===== src/rtl/booth_r4_pp_sequencer.sv =====
// Radix-4 Booth partial-product sequencer: latches one signed operand pair and
// streams the NPP sign-extended partial products over a valid/ready interface.
module booth_r4_pp_sequencer #(
  parameter int WIDTH = 32,
  parameter int NPP   = WIDTH / 2,
  parameter int PPW   = 2 * WIDTH
) (
  input  logic             clk,
  input  logic             rst_n,
  input  logic             in_valid,
  output logic             in_ready,
  input  logic [WIDTH-1:0] a,
  input  logic [WIDTH-1:0] b,
  output logic             pp_valid,
  input  logic             pp_ready,
  output logic [PPW-1:0]   pp,
  output logic [3:0]       pp_idx,
  output logic             pp_last,
  output logic             pp_zero,
  output logic             busy
);

  typedef enum logic {IDLE, RUN} state_t;

  state_t           state, state_nx;
  logic [WIDTH-1:0] a_q, b_q;
  logic [PPW-1:0]   pp_q;
  logic [3:0]       idx_q;
  logic             last_q, zero_q;
  logic             accept, hs;

  // Returns {zero_digit, partial_product} for digit j of multiplier mb.
  function automatic logic [PPW:0] booth_pp(input logic [WIDTH-1:0] ma,
                                            input logic [WIDTH-1:0] mb,
                                            input logic [3:0]       j);
    logic [WIDTH:0] bx;
    logic [2:0]     t;
    logic [PPW-1:0] ax, m;
    bx = {mb, 1'b0} >> {j, 1'b0};
    t  = bx[2:0];
    ax = {{(PPW-WIDTH){ma[WIDTH-1]}}, ma};
    case (t)
      3'b001, 3'b010: m = ax;
      3'b011:         m = ax << 1;
      3'b100:         m = -(ax << 1);
      3'b101, 3'b110: m = -ax;
      default:        m = '0;
    endcase
    return {(t == 3'b000) || (t == 3'b111), m << {j, 1'b0}};
  endfunction

  assign in_ready = (state == IDLE);
  assign pp_valid = (state == RUN);
  assign busy     = (state == RUN);
  assign accept   = in_valid && in_ready;
  assign hs       = pp_valid && pp_ready;

  assign pp      = pp_q;
  assign pp_idx  = idx_q;
  assign pp_last = last_q;
  assign pp_zero = zero_q;

  always_ff @(posedge clk or negedge rst_n) begin
    if (!rst_n) state <= IDLE;
    else        state <= state_nx;
  end

  always_comb begin
    state_nx = state;
    case (state)
      IDLE:    if (in_valid) state_nx = RUN;
      RUN:     if (pp_ready && last_q) state_nx = IDLE;
      default: state_nx = IDLE;
    endcase
  end

  always_ff @(posedge clk or negedge rst_n) begin
    if (!rst_n) begin
      a_q    <= '0;
      b_q    <= '0;
      pp_q   <= '0;
      idx_q  <= '0;
      last_q <= 1'b0;
      zero_q <= 1'b0;
    end else if (accept) begin
      a_q             <= a;
      b_q             <= b;
      {zero_q, pp_q}  <= booth_pp(a, b, 4'd0);
      idx_q           <= '0;
      last_q          <= (NPP == 1);
    end else if (hs) begin
      if (!last_q) begin
        idx_q          <= idx_q + 4'd1;
        {zero_q, pp_q} <= booth_pp(a_q, b_q, idx_q + 4'd1);
        last_q         <= ((idx_q + 4'd1) == 4'(NPP - 1));
      end else begin
        // Park the bus at zero between operations.
        idx_q  <= '0;
        pp_q   <= '0;
        last_q <= 1'b0;
        zero_q <= 1'b0;
      end
    end
  end

endmodule


===== config.mk =====
export PLATFORM = sky130hd
export DESIGN_NAME = booth_r4_pp_sequencer
export DESIGN_NICKNAME = d
export VERILOG_FILES = /design/src/rtl/booth_r4_pp_sequencer.sv
export SDC_FILE = /design/constraint.sdc
export NUM_CORES = 1
export LEC_CHECK = 0
export ABC_AREA = 1
export BUFFER_PORTS_ARGS = -buffer_cell sky130_fd_sc_hd__buf_2
export CAP_MARGIN = 20
export CORE_AREA = 2 2 155 157
export DETAILED_ROUTE_END_ITERATION = 16
export DIE_AREA = 0 0 157 159
export PLACE_DENSITY = 0.77
export SLEW_MARGIN = 15
export SYNTH_ARGS = -nofsm -noshare
export SYNTH_HDL_FRONTEND = slang
export SYNTH_SLANG_ARGS = --single-unit

===== constraint.sdc =====
create_clock -name clk -period 5.28 [get_ports clk]
set_clock_uncertainty 0.05 [all_clocks]
set_input_delay 1.056 -clock clk [delete_from_list [all_inputs] [get_ports clk]]
set_output_delay 1.056 -clock clk [all_outputs]
set_load 0.005 [all_outputs]

==> results of run 1 <==
layout by cell type, fill, tap and decap left out, drive strengths merged, types with 10 or more instances in the layout:
| master | count |
|---|---|
| nand3 | 351 |
| o21ai | 104 |
| dfrtp | 135 |
| nand4 | 82 |
| nor3 | 10 |
| clkbuf | 17 |
| nand2 | 432 |
| a21oi | 69 |
| nor2 | 153 |
| buf | 158 |
| or2 | 23 |
| o221ai | 16 |
| xor2 | 29 |
| inv | 212 |
final cells by class:
class / count / area (um^2) / area share [%]
clock buffers: 17 / 425.4 / 3.426
clock inverters: 15 / 191.4 / 1.542
inverters: 207 / 779.5 / 6.278
multi-input cells: 1308 / 6400 / 51.54
flip-flops and latches: 135 / 3379 / 27.22
well taps: 319 / 399.1 / 3.214
repair buffers: 158 / 842.1 / 6.782
per-stage QoR:
| stage | hold slack (ns) | worst slack, ns | area [um^2] |
|---|---|---|---|
| 2_1_floorplan | 0.3922 | 2.009 | 10980 |
| 3_3_place_gp | 0.4110 | 1.118 | 11800 |
| 3_5_place_dp | 0.4116 | 1.172 | 11800 |
| 4_1_cts | 0.4310 | 1.406 | 12420 |
| 5_1_grt | 0.4525 | 0.9191 | 12420 |
| 6_report | 0.4304 | 1.310 | 12420 |
worst max-delay path, stage by stage, from the launching register on:
cell	delay, ns
dfrtp_2	0.44
buf_4	0.57
ha_1	0.27
inv_1	0.04
nand2_1	0.06
nand2_2	0.13
inv_2	0.15
nand3_1	0.09
nand3_1	0.12
nand2_4	0.12
nor2_4	0.42
nand2_2	0.29
o21ai_0	0.27
inv_1	0.09
nand4_1	0.10
nand3_1	0.12
nand3_1	0.13
nand3_1	0.16
nand2_1	0.14
nand2_1	0.06
nand2_1	0.07
kinds of logic after synthesis:
family / synth area share (%)
flip-flops: 30.77
buffers and inverters: 11.08
adder cells (fa/ha/maj): 0.6837
XOR/XNOR: 2.952
AND/OR/NAND/NOR: 44.11
AO/OA/AOI/OAI: 10.40
flip-flops by register name, summed over array words and instances, names as in the netlist:
signal / count
pp_last: 1
pp_idx: 4
b_q: 32
busy: 1
pp_zero: 1
pp: 64
a_q: 32
worst min-delay path by stage:
stage / endpoint / depth (start not counted)
3_5_place_dp: pp[20] / 2
3_3_place_gp: pp[20] / 2
6_report: pp[20] / 2
5_1_grt: pp[7] / 2
2_1_floorplan: b_q[31] / 2
4_1_cts: pp[20] / 2
metal layers:
| layer | vias up | global-route usage (%) | part of all wire, % |
|---|---|---|---|
| li1 | 5937 | - | - |
| met1 | 5880 | 46.42 | 42 |
| met2 | 663 | 52.59 | 45 |
| met3 | 104 | 5.444 | 8.6 |
| met4 | 0 | 15.10 | 4.8 |
| met5 | - | 0 | 0 |
==> results.py, run 1 <==
metrics = {
    "global_route": {
        "antenna_found_initial": 0,
        "grt_first_pass_wirelength_um": 65320,
        "grt_start_max_net_pins": 103,
        "grt_pass1_vias": 11806,
        "grt_use_total_pct": 33.85,
        "gr-total-overflow": 0,
    },
    "clock_tree": {
        "numCtsBuffers": 17,
        "clk-insertion-delay-late_ns": 0.43,
        "clk_pin_slew_ns": 0.07,
        "cts_resized": 0,
        "clock_sinks": 135,
        "root_buffer": "clkbuf_16",
        "cts_setup_buffers": 0,
        "ctsLongestPathBuffers": 2,
        "cts_tree": "yes",
        "postCtsHoldBufs": 0,
        "htreeDepth": 4,
    },
    "floorplanning": {
        "die_h_um": 159,
        "num_rows": 56,
        "core-area_um2": 23190,
        "num_io_pins": 141,
        "die_x_um": 157,
        "start_util_pct": 47.34,
        "die_area_um2": 24960,
    },
    "timing": {
        "fin_crit_sh_pct": 75.19,
        "min_period_ns": 3.970,
        "tns_ns": 0,
        "setup_viol": 0,
        "max_clock_freq_mhz": 251.9,
        "worst_pin_slew_ns": 1.064,
        "hold_viol": 0,
        "slew_violations": 0,
        "grt_setup_unrepaired": "no",
        "slew_headroom_pct": 28.78,
    },
    "yosys": {
        "synth_flop_cell": "dfrtp_1",
        "synth_enable_flop_cells": 0,
        "yosys.cell_types.count": 40,
        "synth.most_common_cell": "nand2_1",
        "async_flop_share_pct": 100.0,
        "synth.area.top_cells": "dfrtp_1 (31%), nand3_1 (16%), nand2_1 (14%), inv_1 (6.7%), nor2_1 (5.0%)",
        "synth_common_cells": "nand2_1 (421), nand3_1 (348), inv_1 (196)",
        "syn_area_um2": 10980,
        "yosysTopAreaCell": "dfrtp_1",
        "avgSynthCellArea_um2": 6.292,
        "synth-warning-count": 0,
        "syn_inst": 1745,
        "synth-seq-cells": 135,
        "ys_seq_area_share_pct": 30.77,
        "synthDominantCellAreaShare_pct": 30.77,
        "syn_nets": 1819,
    },
    "finish": {
        "fin_util_pct": 53.54,
        "final_cells": 2159,
        "diodes": 0,
        "drive_above_1_share_pct": 13.70,
        "nFillCells": 2366,
        "synthToLayoutAreaGrowth_pct": 13.09,
        "nets": 1901,
    },
    "routing": {
        "dr.pass1.iters": 6,
        "wl_per_cell_um": 19.52,
        "ant_nets": 0,
        "drc_errors": 0,
        "finalWirelength_um": 42150,
        "vias": 12584,
        "initialDrtViolationCount": 1815,
        "routed_via_density": 5.829,
    },
    "worst_setup_path": {
        "r2r-start": "pp_idx[0]",
        "endpoint_kind": "flop",
        "required_ns": 5.61,
        "path_max_fanout": 62,
        "r2r_setup_slack_ns": 1.31,
        "reg2reg_depth": 20,
        "endpoint": "pp[20]",
        "startpoint": "pp_idx[0]",
        "start_kind": "flop",
        "r2r_end": "pp[20]",
        "critical_path_class": "flop to flop",
        "cp.arrival_ns": 4.30,
    },
    "min_path": {
        "hold_start": "pp[20]",
        "hold_path.class": "flop to flop",
    },
    "run": {
        "cap_violations": 0,
    },
    "place": {
        "dpl.hpwl_um": 32220,
        "portBuffers": 140,
        "dp.cells": 2127,
        "gp_congestion": 1.008,
    },
    "outcome": {
        "status": "finished, final reports clean",
    },
}
Power of run 1 is not shown: default switching activity piles up to over one toggle a cycle in this logic, so the estimate is an artifact.
==> run 2: changes to the inputs <==
- PLACE_DENSITY: 0.77 -> 0.8
- clock period: 5.28 -> 3.6 ns (I/O delays scaled with it)
==> results.py, run 2 (synthesis results as in run 1) <==
metrics = {
    "routing": {
        "vias": 12848,
        "drc_errors": 0,
        "finalWirelength_um": 43340,
        "ant_nets": 0,
        "dr.pass1.iters": 7,
        "routed_via_density": 5.859,
        "wl_per_cell_um": 19.76,
        "initialDrtViolationCount": 1563,
    },
    "finish": {
        "diodes": 0,
        "synthToLayoutAreaGrowth_pct": 15.50,
        "largest_reg_flops": 64,
        "layout_common_cells": "nand2_1 (421), nand3_1 (348), inv_1 (195)",
        "nets": 1935,
        "final_common_cell": "nand2_1",
        "drive_above_1_share_pct": 15.21,
    },
    "worst_setup_path": {
        "critical_path_class": "flop to flop",
        "required_ns": 3.92,
        "startpoint": "pp_idx[1]",
        "r2r-start": "pp_idx[1]",
        "cp.arrival_ns": 3.75,
        "reg2reg_depth": 19,
        "r2r_setup_slack_ns": 0.18,
        "start_kind": "flop",
        "endpoint_kind": "flop",
        "path_max_fanout": 13,
        "r2r_end": "pp[22]",
    },
    "global_route": {
        "antenna_found_initial": 0,
        "gr-total-overflow": 0,
        "grt_use_total_pct": 35.08,
        "grt_pass1_vias": 12066,
        "grt_first_pass_wirelength_um": 67450,
        "grt_start_max_net_pins": 86,
    },
    "floorplanning": {
        "core-area_um2": 23190,
        "die_area_um2": 24960,
        "die_h_um": 159,
        "num_io_pins": 141,
        "start_util_pct": 47.34,
        "num_rows": 56,
        "die_x_um": 157,
    },
    "clock_tree": {
        "root_buffer": "clkbuf_16",
        "ctsLongestPathBuffers": 2,
        "clock_sinks": 135,
        "clk-insertion-delay-late_ns": 0.43,
        "clk_pin_slew_ns": 0.07,
        "cts_tree": "yes",
        "numCtsBuffers": 17,
        "cts_setup_buffers": 0,
        "htreeDepth": 4,
    },
    "place": {
        "portBuffers": 140,
        "gp_congestion": 1.077,
        "dpl.hpwl_um": 33300,
        "dp_worst_setup_slack_ns": 0.2199,
    },
    "run": {
        "cap_violations": 0,
    },
    "timing": {
        "setup_viol": 0,
        "setup_ws_ns": 0.1777,
        "hold_viol": 0,
        "tns_ns": 0,
        "fin_crit_sh_pct": 95.06,
        "slew_violations": 0,
        "grt_setup_unrepaired": "no",
        "min_period_ns": 3.422,
        "worst_pin_slew_ns": 0.8530,
        "max_clock_freq_mhz": 292.2,
        "slew_headroom_pct": 43.13,
    },
    "outcome": {
        "status": "finished, final reports clean",
    },
    "min_path": {
        "hold_path.class": "primary input to async pin",
    },
}
-- run 2: cell types whose count changed in the layout (fill, tap and decap cells not counted) --
cell        change
clkbuf_1        +1
buf_8           +1
bufinv_16       -2
buf_4          +29
clkinvlp_4      +4
inv_6           +1
clkinv_2        -1
clkinv_4        -3
buf_12          +4
-- run 2: what timing repair did --
action	in CTS	in global routing
setup endpoints to repair	0	9
gates resized for setup	0	2
hold buffers	0	0
-- run 2: layout make-up --
type                    count  area, um^2
fillers                  2363       10510
multi-input cells        1308        6400
flip-flops and latches    135        3379
repair buffers            192        1155
inverters                 207       779.5
clock buffers              18       429.2
well taps                 319       399.1
clock inverters            14       138.9
-- run 2: worst max-delay path by stage --
stage | endpoint | slack, ns | cells past startpoint
floorplan | pp[43] | 0.33 | 24
global placement | pp[22] | 0.26 | 20
detailed placement | pp[22] | 0.22 | 20
CTS | pp[22] | 0.16 | 20
global route | pp[22] | 0.01 | 19
finish | pp[22] | 0.18 | 19
-- run 2: routing by layer --
metal / wire, um / global-route usage, % / up-vias
met4: 2339 / 17.06 / 0
li1: - / - / 6028
met5: 0 / 0 / -
met2: 19140 / 53.49 / 689
met1: 17840 / 47.85 / 6006
met3: 4022 / 6.478 / 125
-- run 2: critical path, cell delays in order, from the launching register on --
cell	delay, ns
dfrtp_1	0.46
ha_1	0.35
inv_2	0.21
nand3_1	0.12
nand3_1	0.16
nand3_1	0.13
nand2_4	0.17
inv_4	0.12
nor2_8	0.24
buf_4	0.18
nand2_1	0.05
o21ai_1	0.07
inv_1	0.06
nand4_1	0.12
nand3_1	0.13
nand3_1	0.19
nand3_1	0.22
nand2_1	0.16
nand2_1	0.07
nand2_1	0.07
-- run 2: stage by stage --
step | area [um^2] | util, % | cells | hold WS [ns]
floorplan | 10980 | - | 1745 | 0.3744
global placement | 12110 | 52.20 | 2161 | 0.4132
detailed placement | 12110 | 52.20 | 2161 | 0.4103
CTS | 12670 | 54.64 | 2193 | 0.3212
global route | 12680 | 54.68 | 2193 | 0.3495
finish | 12680 | 54.68 | 2193 | 0.2675
Power of run 2 is left out for the same reason.
